<file path="src/rtl/alu_op_arbiter.sv">
//==============================================================================
// Module      : alu_op_arbiter
// Description : Round-robin arbiter sharing one ALU between two valid/ready
//               requesters, with a single registered response port.
//               Optional divide-by-zero guard: define ALU_ARB_DIV_GUARD_EN.
// Revision    : 1.0 - initial release
//==============================================================================
`default_nettype none

module alu_op_arbiter #(
    parameter int DATA_W = 8,
    parameter int CMD_W  = 4
`ifdef ALU_ARB_DIV_GUARD_EN
    // Only meaningful when the guard exists, so it is only declared then.
    , parameter logic [CMD_W-1:0] DIV_CMD = 4'b0101
`endif
) (
    input  logic                  clock,
    input  logic                  reset_n,
    input  logic                  req0_valid,
    output logic                  req0_ready,
    input  logic [DATA_W-1:0]     req0_a,
    input  logic [DATA_W-1:0]     req0_b,
    input  logic [CMD_W-1:0]      req0_cmd,
    input  logic                  req1_valid,
    output logic                  req1_ready,
    input  logic [DATA_W-1:0]     req1_a,
    input  logic [DATA_W-1:0]     req1_b,
    input  logic [CMD_W-1:0]      req1_cmd,
    output logic                  rsp_valid,
    input  logic                  rsp_ready,
    output logic                  rsp_id,
    output logic [2*DATA_W-1:0]   rsp_data,
    output logic                  rsp_err,
    output logic [DATA_W-1:0]     alu_a,
    output logic [DATA_W-1:0]     alu_b,
    output logic [CMD_W-1:0]      alu_cmd,
    output logic                  alu_en,
    input  logic [2*DATA_W-1:0]   alu_out
);

    typedef enum logic [1:0] {
        S_IDLE = 2'd0,
        S_EXEC = 2'd1,
        S_CAPT = 2'd2,
        S_RESP = 2'd3
    } state_t;

    state_t              r_state;
    logic                r_rr_last;
    logic                w_gnt0;
    logic                w_gnt1;
    logic                w_accept;
    logic                w_issue;
    logic [DATA_W-1:0]   w_a;
    logic [DATA_W-1:0]   w_b;
    logic [CMD_W-1:0]    w_cmd;

    // Ready is masked while reset is asserted so no handshake is seen then.
    always_comb begin
        w_gnt0 = 1'b0;
        w_gnt1 = 1'b0;
        if (r_state == S_IDLE && reset_n) begin
            if (req0_valid && (!req1_valid || r_rr_last)) begin
                w_gnt0 = 1'b1;
            end else if (req1_valid) begin
                w_gnt1 = 1'b1;
            end
        end
    end

    assign req0_ready = w_gnt0;
    assign req1_ready = w_gnt1;
    assign w_accept   = w_gnt0 | w_gnt1;
    assign w_a        = w_gnt1 ? req1_a   : req0_a;
    assign w_b        = w_gnt1 ? req1_b   : req0_b;
    assign w_cmd      = w_gnt1 ? req1_cmd : req0_cmd;

`ifdef ALU_ARB_DIV_GUARD_EN
    assign w_issue = !((w_cmd == DIV_CMD) && (w_b == '0));
`else
    assign w_issue = 1'b1;
`endif

    // A guarded op enters CAPT with alu_en low; that is how CAPT tells the
    // two paths apart without an extra flag.
    always_ff @(posedge clock or negedge reset_n) begin
        if (!reset_n) begin
            r_state   <= S_IDLE;
            r_rr_last <= 1'b1;
            rsp_valid <= 1'b0;
            rsp_id    <= 1'b0;
            rsp_data  <= '0;
            alu_a     <= '0;
            alu_b     <= '0;
            alu_cmd   <= '0;
            alu_en    <= 1'b0;
        end else begin
            case (r_state)
                S_IDLE: begin
                    if (w_accept) begin
                        rsp_id    <= w_gnt1;
                        r_rr_last <= w_gnt1;
                        if (w_issue) begin
                            alu_a   <= w_a;
                            alu_b   <= w_b;
                            alu_cmd <= w_cmd;
                            alu_en  <= 1'b1;
                            r_state <= S_EXEC;
                        end else begin
                            r_state <= S_CAPT;
                        end
                    end
                end
                S_EXEC: begin
                    r_state <= S_CAPT;
                end
                S_CAPT: begin
                    rsp_data  <= alu_en ? alu_out : '1;
                    rsp_valid <= 1'b1;
                    alu_en    <= 1'b0;
                    r_state   <= S_RESP;
                end
                S_RESP: begin
                    if (rsp_ready) begin
                        rsp_valid <= 1'b0;
                        r_state   <= S_IDLE;
                    end
                end
                default: begin
                    r_state <= S_IDLE;
                end
            endcase
        end
    end

`ifdef ALU_ARB_DIV_GUARD_EN
    logic r_err;

    always_ff @(posedge clock or negedge reset_n) begin
        if (!reset_n) begin
            r_err <= 1'b0;
        end else if (r_state == S_CAPT) begin
            r_err <= !alu_en;
        end
    end

    assign rsp_err = r_err;
`else
    assign rsp_err = 1'b0;
`endif

endmodule

`default_nettype wire

</file>
<file path="config.mk">
export PLATFORM = sky130hd
export DESIGN_NAME = alu_op_arbiter
export DESIGN_NICKNAME = d
export VERILOG_FILES = /design/src/rtl/alu_op_arbiter.sv
export SDC_FILE = /design/constraint.sdc
export NUM_CORES = 1
export LEC_CHECK = 0
export CAP_MARGIN = 20
export CORE_MARGIN = 2
export CORE_UTILIZATION = 39
export CTS_BUF_LIST = sky130_fd_sc_hd__clkbuf_8 sky130_fd_sc_hd__clkbuf_16
export CTS_CLUSTER_DIAMETER = 200
export DETAILED_ROUTE_END_ITERATION = 10
export PLACE_DENSITY = 0.88
export SYNTH_ARGS = -nofsm -noshare
export SYNTH_HDL_FRONTEND = slang
export SYNTH_SLANG_ARGS = --single-unit
</file>
<file path="constraint.sdc">
create_clock -name clock -period 2.1 [get_ports clock]
set_input_delay 0.42 -clock clock [delete_from_list [all_inputs] [get_ports clock]]
set_output_delay 0.42 -clock clock [all_outputs]
set_load 0.01 [all_outputs]
</file>
======== Word-level counts from Yosys, hierarchy flattened ========
Cells that the tools add are included.
word-level totals
  register bits ........................... 42
  input port bits ......................... 61
  output and inout bits ................... 42
  logic and storage cells ................. 42
operators by class
  eq/ne operators ......................... 5
  mux-type cells .......................... 16
  bitwise gates (word level) .............. 1
  reductions and logical operators ........ 11
operator list
  kind                                                  number
  two-way mux 16 bit                                    1
  two-way mux 8 bit                                     2
  case mux 2 bit (4 select lines)                       1
  AND reduction 2 bit                                   4
  two-way mux 1 bit                                     7
  equality test 2 bit (second input constant)           2
  two-way mux 2 bit                                     2
  two-way mux 4 bit                                     1
  != test 2 bit (second input constant)                 2
  case mux 1 bit (2 select lines)                       2
  nonzero test 2 bit                                    2
  equality test 2 x 1 -> 1 bit (second input constant)  1
  logical AND 1 bit                                     2
  zero test 2 bit                                       1
  zero test 1 bit                                       1
  logical OR 1 bit                                      1
  bitwise OR 1 bit                                      1

======== Longest topological paths before layout ========
  depth after elaboration ................. 8
  gate-level depth with buffers ........... 6
  depth with buffers taken out ............ 5

======== Least setup slack after synthesis ========
Ideal clock, no wire load.
  path type ............................... reg2out
  from .................................... register r_state[0]
  to ...................................... output port req1_ready
  arrival time ............................ 1.220 ns
  data required time ...................... 1.680 ns
  path slack .............................. 0.460 ns
  cell stages (with the launch flop) ...... 6
  buffers on the path ..................... 1
  path through ............................ dfrtp_1 -> inv_1 -> ha_1 -> and3_4 -> buf_2 -> and2_1
between the ends
  word-level cells in the longest chain between the ends .. 3
RTL lines
  element                   line  RTL
  start: declaration        49    state_t r_state;
  start signal: assignment  89    r_state <= S_IDLE;
  start signal: assignment  109   r_state <= S_EXEC;
  start signal: assignment  111   r_state <= S_CAPT;
  zero test 2 bit           63    if (r_state == S_IDLE && reset_n) begin
  logical AND 1 bit         63
  two-way mux 1 bit         63
  end: declaration          26    output logic req1_ready,
Every way passes these cells.

======== Worst setup path after layout ========
  from .................................... register r_state[1]
  to ...................................... output port req0_ready
between the ends
  word-level cells in the longest chain between the ends .. 3
RTL lines
  element            line  RTL
  zero test 2 bit    63
  logical AND 1 bit  63
  two-way mux 1 bit  63
  end: declaration   21    output logic req0_ready,
Every way passes these cells.

==> impl_metrics.py <==
metrics = {
    "floorplanning": {
        "rows": 25,
        "start_util_pct": 40.3,
        "design.portCount": 103,
        "die_w_um": 73.6,
        "die_h_um": 73.6,
        "die_area_um2": 5420,
        "coreArea_um2": 4690,
    },
    "detailed_routing": {
        "drt_iter0_markers": 48,
        "routed_wl_um": 5120,
        "drtPass1Iterations": 4,
        "routedWlPerCell_um": 15.5,
        "drc": 0,
        "antenna_left": 0,
        "vias": 1748,
        "viasPerCell": 5.28,
    },
    "yosys": {
        "ys_types": 31,
        "synth.yosys.seq_area_share_pct": 55.6,
        "syn_inst": 174,
        "synth_area_um2": 1890,
        "synth_fp_nets": 239,
        "synth_seq_cells": 42,
        "ys_warn_count": 0,
        "syn_area_per_cell_um2": 10.9,
    },
    "power_and_ir_drop": {
        "p_int_mw": 2.32,
        "p_per_area_nw_per_um2": 1160,
        "p_total_mw": 3.51,
        "power_leakage_nw": 1.41,
        "swShare_pct": 34.0,
        "pwr-share-clk_pct": 13.7,
        "power_frac_seq_pct": 37.4,
        "ir_drop_v": 0.000593,
        "switchingPower_mw": 1.19,
        "comb_power_share_pct": 49.0,
    },
    "worst_setup_path": {
        "endpoint_kind": "output port",
        "ff2ff_setup_slack_ns": 0.44,
        "cp_max_fo": 4,
        "reg2reg_depth": 6,
        "cp.required_ns": 1.68,
        "start_kind": "flip-flop",
        "cp_slowest_cell": "dfrtp_1",
        "reg2reg_to": "alu_b[0]",
        "r2r_start": "r_state[1]",
        "crit_chain": "inv_1, ha_2, and3_1, a21boi_4, clkdlybuf4s15_1",
        "worstSetupPathType": "reg2out",
        "cp.arrival_ns": 1.57,
        "worst_path_largest_cell_delay_ns": 0.41,
    },
    "final_layout": {
        "final_core_util_pct": 64.7,
        "fillers": 396,
        "nNetsFinal": 342,
        "drive_gt1_share_pct": 8.30,
        "final_area_um2": 3040,
        "stdcell_count": 331,
        "n_antenna_cell": 0,
        "syn2layout_area_growth_pct": 60.6,
    },
    "grt": {
        "grt_pass1_wl_um": 8160,
        "grt_overflow_total": 0,
        "groute.usage.overall_pct": 19.6,
        "grt_max_degree": 35,
        "antenna_found_initial": 0,
        "grt_pass1_vias": 1768,
    },
    "placed_design": {
        "post-place-ws_ns": -0.173,
        "place_area_um2": 2960,
        "dp_hpwl_um": 3780,
        "port_buffers": 101,
        "gp_congestion": 0.792,
        "placed_cells": 324,
    },
    "timing": {
        "finalCritPeriodShare_pct": 94.7,
        "worst_slack_ns": 0.111,
        "skew_ns": 0.00377,
        "tns_ns": 0,
        "drv_slew": 0,
        "rsz0062_at_grt": "false",
        "finalWorstPathRequiredPeriod_ns": 1.99,
        "fmax_mhz": 503,
        "whs_ns": 0.117,
        "final_hold_viol_count": 0,
        "setup_viol": 0,
    },
    "cts": {
        "post-cts-setup-buffers": 0,
        "htree_levels": 2,
        "clock-sinks": 42,
        "cts_hold_buf": 0,
        "cts_buffers": 5,
        "tritoncts": "built",
        "clk_pin_slew_ns": 0.07,
        "worstSkewPairLatency_ns": 0.29,
        "cts_max_path_buffers": 2,
        "clockRootBuffer": "clkbuf_8",
    },
    "min_path": {
        "hp-class": "in2async",
    },
    "flow_run": {
        "max-cap-violations": 0,
    },
    "run_status": {
        "status": "completed",
    },
}
-- layout by cell type, fill, tap and decap left out --
cell	netlist	routed
a21boi_4	1	1
a21o_1	1	1
a21oi_1	1	1
a221o_1	19	19
a221o_2	1	1
a31oi_1	15	15
and2_1	1	1
and3_1	21	21
and3_4	1	1
buf_2	4	1
buf_4	1	10
clkbuf_8	0	5
clkdlybuf4s15_1	0	1
clkdlybuf4s50_1	0	98
conb_1	1	1
dfrtp_1	41	41
dfstp_2	1	1
dlygate4sd2_1	0	1
ha_1	4	3
ha_2	0	1
inv_1	20	21
inv_2	0	1
mux2_2	1	1
mux2i_1	1	1
nand2_1	3	3
nand2b_1	1	1
nand3_1	1	1
nor2_1	17	17
nor2b_1	1	1
o211ai_1	1	1
o21ai_0	2	2
o22a_1	1	1
o22ai_1	1	1
o311ai_0	1	1
-- how the worst max path moves through the flow --
stage                     from    endpoint  slack [ns]  cells past startpoint
floorplan           r_state[0]  req1_ready        0.46                      5
global placement    req0_valid  req0_ready       -0.14                      4
detailed placement  req0_valid  req0_ready       -0.17                      4
CTS                 r_state[0]  req0_ready        0.03                      5
global route        r_state[1]  req0_ready        0.02                      5
finish              r_state[1]  req0_ready        0.11                      5
-- cells by family after synthesis --
group | synth area share [%]
buffers and inverters | 8.20
DFF | 55.6
adders and majority gates | 2.65
and+or+nand+nor | 12.8
AOI/OAI and AO/OA | 19.4
muxes | 1.12
other | 0.198
-- flip-flops by register name (all words and copies together), names as in the netlist --
name / count
alu_b: 8
alu_a: 8
rsp_id: 1
rsp_data: 16
r_rr_last: 1
rsp_valid: 1
alu_cmd: 4
alu_en: 1
r_state: 2
-- power groups by stage --
stage               sequential [mW]  combinational [mW]  clock (mW)
global route                   1.35                1.88       0.521
detailed placement             1.33                1.74           0
CTS                            1.31                1.74       0.500
finish                         1.31                1.72       0.480
global placement               1.31                1.69           0
floorplan                      1.44               0.703           0
-- routing by layer --
metal	global-route usage [%]	up-vias	part of all wire, %
met4	6.06	0	1.3
met3	6.45	9	8.7
met1	22.6	826	40
met2	34.4	86	50
li1	-	827	-
met5	0	-	0
-- repair_timing --
action | 4_1_cts | 5_1_grt
resized for setup | 2 | 3
pin swaps | 0 | 0
endpoints found under the setup margin | 2 | 2
-- layout make-up --
class | count | area, um^2 | share of cell area (%)
multi-input combinational | 97 | 687 | 22.6
clock buffer | 5 | 68.8 | 2.27
tap | 54 | 67.6 | 2.22
inverter | 20 | 75.1 | 2.47
clock inverter | 2 | 7.51 | 0.247
timing repair buffer | 111 | 1080 | 35.5
sequential | 42 | 1050 | 34.6
-- synth_stat cells --
library cell | number | share of area (%)
a21boi_4 | 1 | 0.99
a21o_1 | 1 | 0.40
a21oi_1 | 1 | 0.26
a221o_1 | 19 | 10
a221o_2 | 1 | 0.60
a31oi_1 | 15 | 5.0
and2_1 | 1 | 0.33
and3_1 | 21 | 6.9
and3_4 | 1 | 0.60
buf_1 | 1 | 0.20
buf_2 | 4 | 1.1
buf_4 | 1 | 0.40
buf_6 | 2 | 1.2
clkbuf_1 | 7 | 1.4
conb_1 | 1 | 0.20
dfrtp_1 | 41 | 54
dfstp_2 | 1 | 1.4
ha_1 | 4 | 2.6
inv_1 | 20 | 4.0
mux2_2 | 1 | 0.60
mux2i_1 | 1 | 0.53
nand2_1 | 3 | 0.60
nand2b_1 | 1 | 0.33
nand3_1 | 1 | 0.26
nor2_1 | 17 | 3.4
nor2b_1 | 1 | 0.33
o211ai_1 | 1 | 0.40
o21ai_0 | 2 | 0.53
o22a_1 | 1 | 0.46
o22ai_1 | 1 | 0.33
o311ai_0 | 1 | 0.46
-- worst max-delay path: cells and delay by family (launching register included) --
| kind | cells | cell delay [ns] |
|---|---|---|
| flops | 1 | 0.41 |
| buf+inv | 2 | 0.34 |
| fa+ha+maj | 1 | 0.19 |
| compound gates | 1 | 0.18 |
| simple gates | 1 | 0.16 |
Power figures use the tool's default switching activity.
